$ cat config.mk
export PLATFORM = sky130hd
export DESIGN_NAME = wir_ctrl
export DESIGN_NICKNAME = d
export VERILOG_FILES = /design/src/rtl/wir_pkg.sv /design/src/rtl/wir_decode.sv /design/src/rtl/wir_ctrl.sv
export SDC_FILE = /design/constraint.sdc
export NUM_CORES = 1
export LEC_CHECK = 0
export CELL_PAD_IN_SITES_DETAIL_PLACEMENT = 1
export CELL_PAD_IN_SITES_GLOBAL_PLACEMENT = 2
export CORE_ASPECT_RATIO = 1.4
export CORE_MARGIN = 4
export CORE_UTILIZATION = 23
export DETAILED_ROUTE_END_ITERATION = 8
export GPL_TIMING_DRIVEN = 0
export PLACE_DENSITY = 0.79
export SLEW_MARGIN = 20
export SYNTH_ARGS = -nofsm -noshare
export SYNTH_HDL_FRONTEND = slang
export SYNTH_SLANG_ARGS = --single-unit
$ cat constraint.sdc
create_clock -name clk -period 0.8 [get_ports clk]
set_input_delay 0.24 -clock clk [delete_from_list [all_inputs] [get_ports clk]]
set_output_delay 0.24 -clock clk [all_outputs]
set_load 0.01 [all_outputs]
$ cat src/rtl/wir_pkg.sv
// rtl/wir_pkg.sv - shared WIR width, opcodes, capture value and strobe bundle
package wir_pkg;

  localparam int WIR_W = 3;

  localparam logic [WIR_W-1:0] OP_BYPASS   = 3'b000;
  localparam logic [WIR_W-1:0] OP_WPC      = 3'b001;
  localparam logic [WIR_W-1:0] OP_EXTEST   = 3'b010;
  localparam logic [WIR_W-1:0] OP_INTEST   = 3'b011;
  localparam logic [WIR_W-1:0] CAPTURE_VAL = 3'b001;

  typedef struct packed {
    logic bypass;
    logic wpc;
    logic extest;
    logic intest;
  } wir_strobes_t;

  localparam wir_strobes_t STROBES_BYPASS = '{bypass: 1'b1, default: 1'b0};

endpackage

$ cat src/rtl/wir_decode.sv
// rtl/wir_decode.sv - combinational opcode to one-hot strobe and illegal flag
module wir_decode
  import wir_pkg::*;
(
  input  logic [WIR_W-1:0] opcode,
  output wir_strobes_t     strobes,
  output logic             illegal
);

  always_comb begin
    strobes = '0;
    illegal = 1'b0;
    case (opcode)
      OP_BYPASS: strobes.bypass = 1'b1;
      OP_WPC:    strobes.wpc    = 1'b1;
      OP_EXTEST: strobes.extest = 1'b1;
      OP_INTEST: strobes.intest = 1'b1;
      // Unassigned codes fall back to BYPASS so the wrapper stays transparent
      default: begin
        strobes.bypass = 1'b1;
        illegal        = 1'b1;
      end
    endcase
  end

endmodule

$ cat src/rtl/wir_ctrl.sv
// rtl/wir_ctrl.sv - P1500 wrapper instruction register with registered decode
module wir_ctrl
  import wir_pkg::*;
(
  input  logic clk,
  input  logic rst,
  input  logic SelectWIR,
  input  logic CaptureWR,
  input  logic ShiftWR,
  input  logic UpdateWR,
  input  logic WSI,
  output logic WSO_wir,
  output logic wir_bypass,
  output logic wir_wpc,
  output logic wir_extest,
  output logic wir_intest,
  output logic wir_illegal
);

  logic [WIR_W-1:0] shift_reg;
  logic [WIR_W-1:0] update_reg;
  wir_strobes_t     dec_strobes;
  logic             dec_illegal;
  wir_strobes_t     strobes_q;
  logic             illegal_q;

  // Update samples the pre-edge shift stage, so update and shift may coincide
  always_ff @(posedge clk) begin
    if (rst) begin
      shift_reg  <= '0;
      update_reg <= OP_BYPASS;
    end else if (SelectWIR) begin
      if (CaptureWR)
        shift_reg <= CAPTURE_VAL;
      else if (ShiftWR)
        shift_reg <= {WSI, shift_reg[WIR_W-1:1]};
      if (UpdateWR)
        update_reg <= shift_reg;
    end
  end

  wir_decode u_decode (
    .opcode  (update_reg),
    .strobes (dec_strobes),
    .illegal (dec_illegal)
  );

  always_ff @(posedge clk) begin
    if (rst) begin
      strobes_q <= STROBES_BYPASS;
      illegal_q <= 1'b0;
    end else begin
      strobes_q <= dec_strobes;
      illegal_q <= dec_illegal;
    end
  end

  assign WSO_wir     = shift_reg[0];
  assign wir_bypass  = strobes_q.bypass;
  assign wir_wpc     = strobes_q.wpc;
  assign wir_extest  = strobes_q.extest;
  assign wir_intest  = strobes_q.intest;
  assign wir_illegal = illegal_q;

endmodule

-- After elaboration in Yosys (flattened, before gate mapping)
Cells that the tools add are included.
- output and inout port bits: 6
- logic and storage cells: 23
- register bits: 11
- input bits: 7
- eq/ne operators: 3
- reduce and logical (&&, ||, !) cells: 6
- mux-type cells: 7
- operator list (operator ; count):
    3-bit by 2-bit equality test with 1-bit output, second input constant ; 2
    3-bit two-way mux ; 2
    1-bit two-way mux ; 5
    2-bit AND reduction ; 2
    4-bit OR reduction ; 1
    3-bit by 1-bit equality test with 1-bit output, second input constant ; 1
    3-bit zero test ; 1
    3-bit OR reduction ; 1
    2-bit nonzero test ; 1

-- Depth between registers and ports, before layout
- depth after elaboration: 3
- mapped depth: 3
- gate-level depth less buffers: 2

-- Hierarchy
Synthesis repeated with hierarchy kept, for this count alone.
- cells, all modules: 41
- area, all modules: 459.2 µm²
- modules (own cells, without submodules) (module ; area an instance (µm²) ; times used ; cells an instance):
    wir_ctrl ; 424.2 ; 1 ; 36
    wir_decode ; 35.0 ; 1 ; 5

-- Least setup slack after synthesis
No wires, ideal clock.
- path type: input -> register
- start: input SelectWIR
- end: register shift_reg[0]
- arrival time: 0.690 ns
- setup slack: -0.009 ns
- cell stages on the path: 3
- cell sequence: buf_6 -> o21a_4 -> o221a_1
- cells in the longest elaborated chain, start to end: 1
- ends and longest elaborated chain (item ; line ; RTL):
    start: declaration ; wir_ctrl.sv:7 ; input logic SelectWIR,
    2-bit AND reduction (no line) ; -- ;
    end signal: assignment ; wir_ctrl.sv:36 ; shift_reg <= {WSI, shift_reg[WIR_W-1:1]};
    end: declaration ; wir_ctrl.sv:20 ; logic [WIR_W-1:0] shift_reg;
No other way between the ends.
A chain may end at the register's enable or synchronous reset.

-- Worst setup path after layout
- start: register shift_reg[0]
- end: output WSO_wir
- RTL lines (item ; line ; RTL):
    end: declaration ; wir_ctrl.sv:12 ; output logic WSO_wir,
No word-level cell between the ends.

==> metrics.cfg <==
[clocking]
clkLatencyLatePin_ps=260
cts_tree=built
htreeDepth=1
clk_root_buffer_cell=sky130_fd_sc_hd__clkbuf_4
clk_transition_reported_paths_ps=70
cts-buffers-inserted=3
tritoncts_sinks=11
cts_max_path_buffers=2
total_of_hold_buffers_inserted_after_clock_tree_synthesis=0

[run_status]
failing_checks=setup timing
status=finished, violations left

[floorplan]
chipHeight_um=58.7
initial_utilization_pct=24.1
floorplan.die_area_um2=2600
std_cell_rows=18
pin_count=13
die_x_um=44.2
design.core.area_um2=1760

[yosys]
ys_warn_count=0
postSynthRegisterBits=11
area_leader_netlist=sky130_fd_sc_hd__dfxtp_1
synth.distinct_cells=17
synth.top_cell.area_share_pct=52.1
yosys-top-cells-area=sky130_fd_sc_hd__dfxtp_1 (52%), sky130_fd_sc_hd__o32ai_2 (7.7%), sky130_fd_sc_hd__a21bo_2 (7.1%), sky130_fd_sc_hd__nor4b_1 (4.1%), sky130_fd_sc_hd__a21oi_1 (3.6%)
synth.net_count=44
syn-mean-instance-area_um2=11.4
yosysSeqAreaShare_pct=52.1
postSynthCellCount=37
synth_area_um2=423

[power]
p_leak_nw=0.268
cellPowerDensity_nw_per_um2=1610
vdd_ir_drop_max_v=0.000829

[worst_setup_path]
crit_slowest_cell=sky130_fd_sc_hd__dfxtp_2
crit_chain=buf_6
critPathLaunchType=flip-flop
end_kind=output port
critPathMaxStageDelay_ps=330
critical_path_required_ps=560
timing.critical_path.buf_inv=1
timing.critical_path.max_delay_family=flip-flops
timing.setup.critical_path_class=reg2out
critPathMaxFanout=2
critPathArrivalTime_ps=710

[global_route]
grt_max_degree=9
grt_first_pass_wirelength_um=1500
antenna_found_initial=0
grtUsageTotal_pct=7.92
first_global_vias=347
overflow=0

[timing]
total_count_of_max_transition_violations_in_the_final_report=0
rsz_0062_raised_after_global_routing=true
max_freq_mhz=1060
setup_tns_ps=-872
timing_hold_violations_final=0
timing.final.setup_violations=7
timing.slew.headroom_pct=82.1
clock-skew-final_ps=7.62
layout_min_cycle_time_ps=946
final_min_period_over_clock_period_pct=118
setup_slack_ps=-146
worst_margin_pin_slew_ps=268

[route]
detailedRoute.firstPassIterationCount=4
post_drt_wl_per_cell_um=12.6
highest-signal-layer=met4
vias_per_cell=4.59
met2RoutedLength_um=525
postRouteAntennaNets=0
drc=0
detail_route.wirelength.met1_um=347
route.vias.total=349
wl_final_um=954
dr_wl_met3_um=73
drt_first_iter_violations=4

[place]
count_of_port_buffers_added_during_placement=11
dp.final_hpwl_um=618
gp_congestion=0.584

[final_layout]
fin_util_pct=37.5
diodes=0
fin_nets=64
areaGrowthSynthToFinish_pct=55.9
layout-drive-gt1-share_pct=60.7

[min_path]
timing.hold.worst.class=in2reg

[job]
maxCapViolations=0

==> metal layers <==
layer,global-route usage [%],vias to the layer above
met1,8.07,167
met5,0,-
met4,3.88,0
met3,3.67,2
met2,13.3,9
li1,-,171
==> power by group <==
part / internal [mW] / switching (mW)
sequential: 0.552 / 0.00690
clock: 0.193 / 0.181
combinational: 0.0735 / 0.0560
total: 0.818 / 0.244
==> logic make-up after synthesis <==
family                 count (synthesis)  synth area share, %
buffers and inverters                  5                 6.51
AO/OA/AOI/OAI                         11                 25.7
AND/OR/NAND/NOR                       10                 15.7
flip-flops                            11                 52.1
==> synthesized netlist by cell type <==
cell / instances
sky130_fd_sc_hd__nor4b_1: 2
sky130_fd_sc_hd__dfxtp_1: 11
sky130_fd_sc_hd__nand3_1: 3
sky130_fd_sc_hd__o21ai_0: 1
sky130_fd_sc_hd__nand3b_2: 1
sky130_fd_sc_hd__nor2_1: 1
sky130_fd_sc_hd__buf_6: 1
sky130_fd_sc_hd__o32ai_2: 2
sky130_fd_sc_hd__nand2b_1: 1
sky130_fd_sc_hd__and3_1: 1
sky130_fd_sc_hd__a21oi_1: 3
sky130_fd_sc_hd__a21bo_2: 3
sky130_fd_sc_hd__buf_2: 1
sky130_fd_sc_hd__o221a_1: 1
sky130_fd_sc_hd__inv_1: 3
sky130_fd_sc_hd__o21a_4: 1
sky130_fd_sc_hd__nor2b_1: 1
==> through the flow <==
stage,setup slack (ps),instance area [µm²],hold slack (ps),power [mW],cells
2_1_floorplan,-9.07,423,400,0.626,37
3_3_place_gp,-501,558,456,0.678,68
3_5_place_dp,-509,558,465,0.679,68
4_1_cts,-150,603,252,1.07,75
5_1_grt,-176,659,290,1.12,76
6_report,-146,659,274,1.06,76
==> layout by cell type (no fill, tap or decap) <==
| master | n |
|---|---|
| sky130_fd_sc_hd__nor2b_1 | 1 |
| sky130_fd_sc_hd__inv_1 | 3 |
| sky130_fd_sc_hd__a21bo_2 | 2 |
| sky130_fd_sc_hd__and3_1 | 1 |
| sky130_fd_sc_hd__nand3_1 | 3 |
| sky130_fd_sc_hd__clkbuf_1 | 1 |
| sky130_fd_sc_hd__a21bo_4 | 1 |
| sky130_fd_sc_hd__dfxtp_1 | 5 |
| sky130_fd_sc_hd__o221a_1 | 1 |
| sky130_fd_sc_hd__a21oi_2 | 3 |
| sky130_fd_sc_hd__nor4b_2 | 2 |
| sky130_fd_sc_hd__clkdlybuf4s15_2 | 1 |
| sky130_fd_sc_hd__dfxtp_2 | 4 |
| sky130_fd_sc_hd__dlygate4sd2_1 | 3 |
| sky130_fd_sc_hd__clkdlybuf4s50_1 | 1 |
| sky130_fd_sc_hd__o32ai_2 | 2 |
| sky130_fd_sc_hd__nand2b_1 | 1 |
| sky130_fd_sc_hd__nand3b_4 | 1 |
| sky130_fd_sc_hd__buf_2 | 4 |
| sky130_fd_sc_hd__dfxtp_4 | 2 |
| sky130_fd_sc_hd__o21ai_0 | 1 |
| sky130_fd_sc_hd__nor2_1 | 1 |
| sky130_fd_sc_hd__clkbuf_4 | 3 |
| sky130_fd_sc_hd__buf_4 | 2 |
| sky130_fd_sc_hd__buf_6 | 6 |
| sky130_fd_sc_hd__o21a_4 | 1 |
==> final cells by class <==
type,instances,area [µm²]
flip-flops and latches,11,233
plain buffers,2,22.5
clock buffers,4,26.3
repair buffers,15,128
well taps,20,25.0
inverters,3,11.3
fillers,206,1100
multi-input cells,21,214
==> path summary, 6_finish.rpt <==
path / from / to / slack, ps / depth (start not counted)
hold / removal: SelectWIR / update_reg[0] / 270 / 3
setup / recovery: shift_reg[0] / WSO_wir / -150 / 1
hold reg to reg: update_reg[0] / wir_extest / 460 / 1
setup reg to reg: shift_reg[0] / shift_reg[0] / -110 / 3
==> repair_timing <==
item | CTS | global route
cloned | 1 | 0
setup endpoints to repair | 17 | 11
pin swaps | 2 | 2
buffers inserted | 2 | 1
resized for setup | 38 | 13
(Power assumes the default switching activity.)
